**config.mk**
```make
export PLATFORM = sky130hd
export DESIGN_NAME = fft_stage_sequencer
export DESIGN_NICKNAME = d
export VERILOG_FILES = /design/src/rtl/fft_stage_sequencer.sv
export SDC_FILE = /design/constraint.sdc
export NUM_CORES = 1
export LEC_CHECK = 0
export CORE_MARGIN = 1
export CORE_UTILIZATION = 35
export DETAILED_ROUTE_END_ITERATION = 16
export PLACE_DENSITY = 0.6
export SYNTH_ARGS = -nofsm -noshare
export SYNTH_HDL_FRONTEND = slang
export SYNTH_SLANG_ARGS = --single-unit
```
**constraint.sdc**
```tcl
create_clock -name CLK -period 3.1 [get_ports CLK]
set_input_delay 0.62 -clock CLK [delete_from_list [all_inputs] [get_ports CLK]]
set_output_delay 0.62 -clock CLK [all_outputs]
set_load 0.03 [all_outputs]
```
**src/rtl/fft_stage_sequencer.sv**
```systemverilog
// Stage/address sequencer for an iterative radix-2 DIT FFT, driving the one-hot stage ring.
// Optional `FFT_SEQ_ABORT_EN adds i_ABORT to cancel a transform from any non-IDLE state.
module fft_stage_sequencer #(
  parameter int N_LOG2     = 4,
  parameter int BF_LATENCY = 2
) (
  input  logic              CLK,
  input  logic              RST_N,
  input  logic              i_START,
  input  logic              i_BF_READY,
`ifdef FFT_SEQ_ABORT_EN
  input  logic              i_ABORT,
`endif
  output logic              o_BUSY,
  output logic              o_DONE,
  output logic              o_BF_VALID,
  output logic [N_LOG2-1:0] o_ADDR_A,
  output logic [N_LOG2-1:0] o_ADDR_B,
  output logic [N_LOG2-2:0] o_TW_ADDR,
  output logic              o_STAGE_EN,
  output logic              o_STAGE_RST
);
  localparam int KW = N_LOG2 - 1;
  localparam int SW = $clog2(N_LOG2 + 1);
  localparam int DW = 4;

  localparam logic [1:0] IDLE  = 2'd0;
  localparam logic [1:0] RUN   = 2'd1;
  localparam logic [1:0] DRAIN = 2'd2;
  localparam logic [1:0] DONE  = 2'd3;

  localparam logic [KW-1:0]     K_LAST = '1;
  localparam logic [KW-1:0]     K_ONE  = KW'(1);
  localparam logic [SW-1:0]     S_LAST = SW'(N_LOG2 - 1);
  localparam logic [SW-1:0]     S_ONE  = SW'(1);
  localparam logic [DW-1:0]     D_LAST = DW'(BF_LATENCY - 1);
  localparam logic [DW-1:0]     D_ONE  = DW'(1);
  localparam logic [N_LOG2-1:0] A_ONE  = N_LOG2'(1);

  logic [1:0]        state_q, state_d;
  logic [SW-1:0]     s_q, s_d;
  logic [KW-1:0]     k_q, k_d;
  logic [DW-1:0]     d_q, d_d;
  logic              busy_q, done_q, valid_q, sen_q, srst_q;
  logic [N_LOG2-1:0] a_q, b_q;
  logic [N_LOG2-2:0] tw_q;
  logic [N_LOG2-1:0] kx, span, pos, a_n, b_n;
  logic [N_LOG2-2:0] tw_n;

  always_comb begin
    state_d = state_q;
    s_d     = s_q;
    k_d     = k_q;
    d_d     = d_q;
    case (state_q)
      IDLE: if (i_START) begin
        state_d = RUN;
        s_d     = '0;
        k_d     = '0;
      end
      RUN: if (i_BF_READY) begin
        if (k_q == K_LAST) begin
          state_d = DRAIN;
          k_d     = '0;
          d_d     = '0;
        end else begin
          k_d = k_q + K_ONE;
        end
      end
      DRAIN: if (d_q == D_LAST) begin
        if (s_q == S_LAST) state_d = DONE;
        else begin
          state_d = RUN;
          s_d     = s_q + S_ONE;
        end
      end else begin
        d_d = d_q + D_ONE;
      end
      default: begin
        state_d = IDLE;
        s_d     = '0;
      end
    endcase
`ifdef FFT_SEQ_ABORT_EN
    if (i_ABORT && state_q != IDLE) begin
      state_d = IDLE;
      s_d     = '0;
      k_d     = '0;
      d_d     = '0;
    end
`endif
  end

  // Addresses are precomputed from next-state s/k so the ports are plain flops.
  always_comb begin
    kx   = {1'b0, k_d};
    span = A_ONE << s_d;
    pos  = kx & (span - A_ONE);
    a_n  = ((kx >> s_d) << (s_d + S_ONE)) | pos;
    b_n  = a_n | span;
    tw_n = pos[N_LOG2-2:0] << (S_LAST - s_d);
  end

  always_ff @(posedge CLK or negedge RST_N) begin
    if (!RST_N) begin
      state_q <= IDLE;
      s_q     <= '0;
      k_q     <= '0;
      d_q     <= '0;
      busy_q  <= 1'b0;
      done_q  <= 1'b0;
      valid_q <= 1'b0;
      sen_q   <= 1'b0;
      srst_q  <= 1'b0;
      a_q     <= '0;
      b_q     <= '0;
      tw_q    <= '0;
    end else begin
      state_q <= state_d;
      s_q     <= s_d;
      k_q     <= k_d;
      d_q     <= d_d;
      busy_q  <= (state_d != IDLE);
      done_q  <= (state_d == DONE);
      valid_q <= (state_d == RUN);
      srst_q  <= (state_q == IDLE) && (state_d == RUN);
      // Last stage has no successor, so the ring is left alone there.
      sen_q   <= (state_q == RUN) && (state_d == DRAIN) && (s_q != S_LAST);
      a_q     <= (state_d == RUN) ? a_n  : '0;
      b_q     <= (state_d == RUN) ? b_n  : '0;
      tw_q    <= (state_d == RUN) ? tw_n : '0;
    end
  end

  assign o_BUSY      = busy_q;
  assign o_DONE      = done_q;
  assign o_BF_VALID  = valid_q;
  assign o_ADDR_A    = a_q;
  assign o_ADDR_B    = b_q;
  assign o_TW_ADDR   = tw_q;
  assign o_STAGE_EN  = sen_q;
  assign o_STAGE_RST = srst_q;
endmodule

```
==> results.toml <==
[status]
outcome = "complete, no violations"

[die]
dieWidth_um = 67.6
fp.dieH_um = 67.6
io_pins = 20
core_um2 = 4060
num_rows = 23
dieArea_um2 = 4570
initial_core_util = 0.371

[worst_setup_path]
startpoint_type = "flip-flop"
worstSetupPathType = "flip-flop to flip-flop"
worstSetupEndpointType = "flip-flop"
critPathSlowestCell = "dfrtp_1"
worstPathRequired_ns = 3.27
crit_path_frequent_cell = "ha_1"
reg2reg_slack_ns = 0.37
worstPathArrival_ns = 2.89
crit_fanout = 8
crit_path_max_incr_delay_ns = 0.42
path_cells = "inv_1, ha_1, nor3b_4, and3_1, o31a_4, clkinv_8, ha_1, ha_1, and3_1, a32oi_1, a31oi_1"

[pwr]
p_per_area_nw_per_um2 = 758
swShare = 0.372
pwr-share-comb = 0.396
seqPwrFrac = 0.391
p_leak_uw = 0.000824
p_int_uw = 863
vdd_drop_max_v = 0.000259
p_clk_frac = 0.213
netSwitchingPower_uw = 512

[cts]
cts_buffers = 3
clockBufferDepth = 2
cts_tree = "built"
cts_sinks = 28
post_cts_buffers = 0
htree_levels = 1
clkLatencyLatePin_ns = 0.28
cts_root_buffer = "clkbuf_8"
postCtsResizedCells = 0
postCtsHoldBufs = 0
clk_pin_slew_ns = 0.10

[route]
drtIter0Drc = 127
dr.max_layer_used = "met4"
drc_errors = 0
antenna_left = 0
avgRoutedWirePerCell_um = 14.2
drt-met1-wl_um = 1480
vias = 1130
wirelength_um = 3050
route.met3.wl_um = 86
vias_per_cell = 5.26
dr.pass1.iters = 4
met2WireLength_um = 1420

[finish]
area_growth_pct = 20.6
drive_gt1_frac = 0.115
final_common_cell = "dfrtp_1"
diodes = 0
final_cell_mix = "dfrtp_1 (28), nand2_1 (21), clkdlybuf4s50_1 (19)"
fillCellCount = 371
post-route-util = 0.447
final_nets = 179

[global_routing]
grt_max_degree = 29
grt_antenna_before_repair = 0
grt.overflow.total = 0
grt_pass1_vias = 1096
track_usage = 0.152
grt_pass1_wl_um = 5050

[synthesis]
synth_ff_type = "dfrtp_1"
synth_top_area_frac = 0.466
ys_seq_area_frac = 0.466
yosysTopAreaCell = "dfrtp_1"
syn_nets = 157
synth-seq-cells = 28
async_flop_share = 1.00
ys_warn_count = 0
synthCells = 144
synth_edf_count = 0
avgSynthCellArea_um2 = 10.5
ys_types = 44
yosys-top-cells-area = "dfrtp_1 (47%), ha_1 (7.5%), nand2_1 (5.2%)"
syn-cell-area_um2 = 1510

[sta]
finalClockSkew_ns = 0.00184
final_max_slew_viol_count = 0
tightest_slew_ns = 0.402
fin_crit_sh = 0.880
period_needed_ns = 2.73
finalHoldViolCount = 0
relSlewSlack = 0.732
setup_tns_ns = 0
fmaxAchievable_mhz = 367
rsz0062_at_grt = "no"
setup_violations = 0

[flow_run]
max-cap-violations = 0

[worst_hold_path]
hold_class = "flip-flop to flip-flop"

[placement]
io_buffers = 19
hpwlAfterDp_um = 2160
routabilityCongestion = 0.879
==> area by class of cell <==
| class | instances | area [µm²] | area share |
|---|---|---|---|
| timing repair buffer | 20 | 198 | 0.109 |
| inverter | 8 | 47.5 | 0.0262 |
| multi-input combinational | 105 | 736 | 0.405 |
| clock buffer | 3 | 41.3 | 0.0227 |
| tap | 50 | 62.6 | 0.0345 |
| sequential | 28 | 701 | 0.386 |
| clock inverter | 1 | 30.0 | 0.0165 |
==> cells by family (layout without fill, tap and decap cells) <==
logic type / count (synthesis) / after routing / synth area share
compound gates: 31 / 31 / 0.157
flops: 28 / 28 / 0.466
simple gates: 59 / 59 / 0.215
fa+ha+maj: 9 / 9 / 0.0748
buf+inv: 11 / 32 / 0.0457
mux: 2 / 2 / 0.0133
xor+xnor: 4 / 4 / 0.0283
==> cell usage after synthesis (2+ instances only) <==
library cell and n:
dfrtp_1 28, nand2_1 21, ha_1 9, a21oi_1 8, nor2_1 7, inv_1 6
o21ai_0 5, a31oi_1 4, and2_1 4, and3_1 4, nand3_1 4, nor2b_1 4
nand4_1 3, a22o_1 2, buf_2 2, mux2i_1 2, nand2b_1 2, nor3_1 2
xnor2_1 2
==> state kept, by name (all words and copies together), names as in the netlist <==
signal,flops
d_q,4
o_ADDR_A,4
o_ADDR_B,4
k_q,3
o_TW_ADDR,3
s_q,3
state_q,2
o_BF_VALID,1
o_BUSY,1
o_DONE,1
o_STAGE_EN,1
o_STAGE_RST,1
==> per-stage QoR <==
| stage | total power, µW | hold slack [ns] | instance area, µm² | setup WS (ns) | std cells |
|---|---|---|---|---|---|
| final | 1380 | 0.559 | 1820 | 0.373 | 215 |
| after global placement | 1080 | 0.523 | 1740 | 0.198 | 211 |
| after global routing | 1460 | 0.594 | 1820 | 0.164 | 215 |
| after detailed placement | 1090 | 0.550 | 1740 | 0.139 | 211 |
| after floorplan | 909 | 0.324 | 1510 | 0.641 | 144 |
| after CTS | 1380 | 0.562 | 1820 | 0.384 | 215 |
==> per-layer routing <==
layer / vias up / global-route usage
li1: 551 / -
met1: 555 / 0.198
met2: 19 / 0.236
met3: 5 / 0.0270
met4: 0 / 0.0798
met5: - / 0
==> final timing paths <==
check	startpoint	endpoint	cells after the start
max	d_q[1]	o_ADDR_B[1]	11
max in group asynchronous	RST_N	k_q[2]	2
min in group asynchronous	RST_N	d_q[2]	2
max reg2reg	d_q[1]	o_ADDR_B[1]	11
min	d_q[0]	d_q[0]	1
min reg2reg	d_q[0]	d_q[0]	1
==> worst max-delay path: cells and delay by family, from the launching register on <==
kind / cells / cell delay [ns]
simple gates: 3 / 0.74
fa+ha+maj: 3 / 0.69
flops: 1 / 0.42
buf+inv: 2 / 0.16
compound gates: 3 / 0.60
==> power by group through the flow <==
stage | Clock (µW) | Sequential [µW] | Combinational (µW)
3_5_place_dp | 0 | 544 | 543
4_1_cts | 297 | 537 | 547
5_1_grt | 310 | 554 | 595
2_1_floorplan | 0 | 629 | 280
6_report | 293 | 538 | 545
3_3_place_gp | 0 | 538 | 544
No activity file was read; power rests on OpenSTA's default activity.
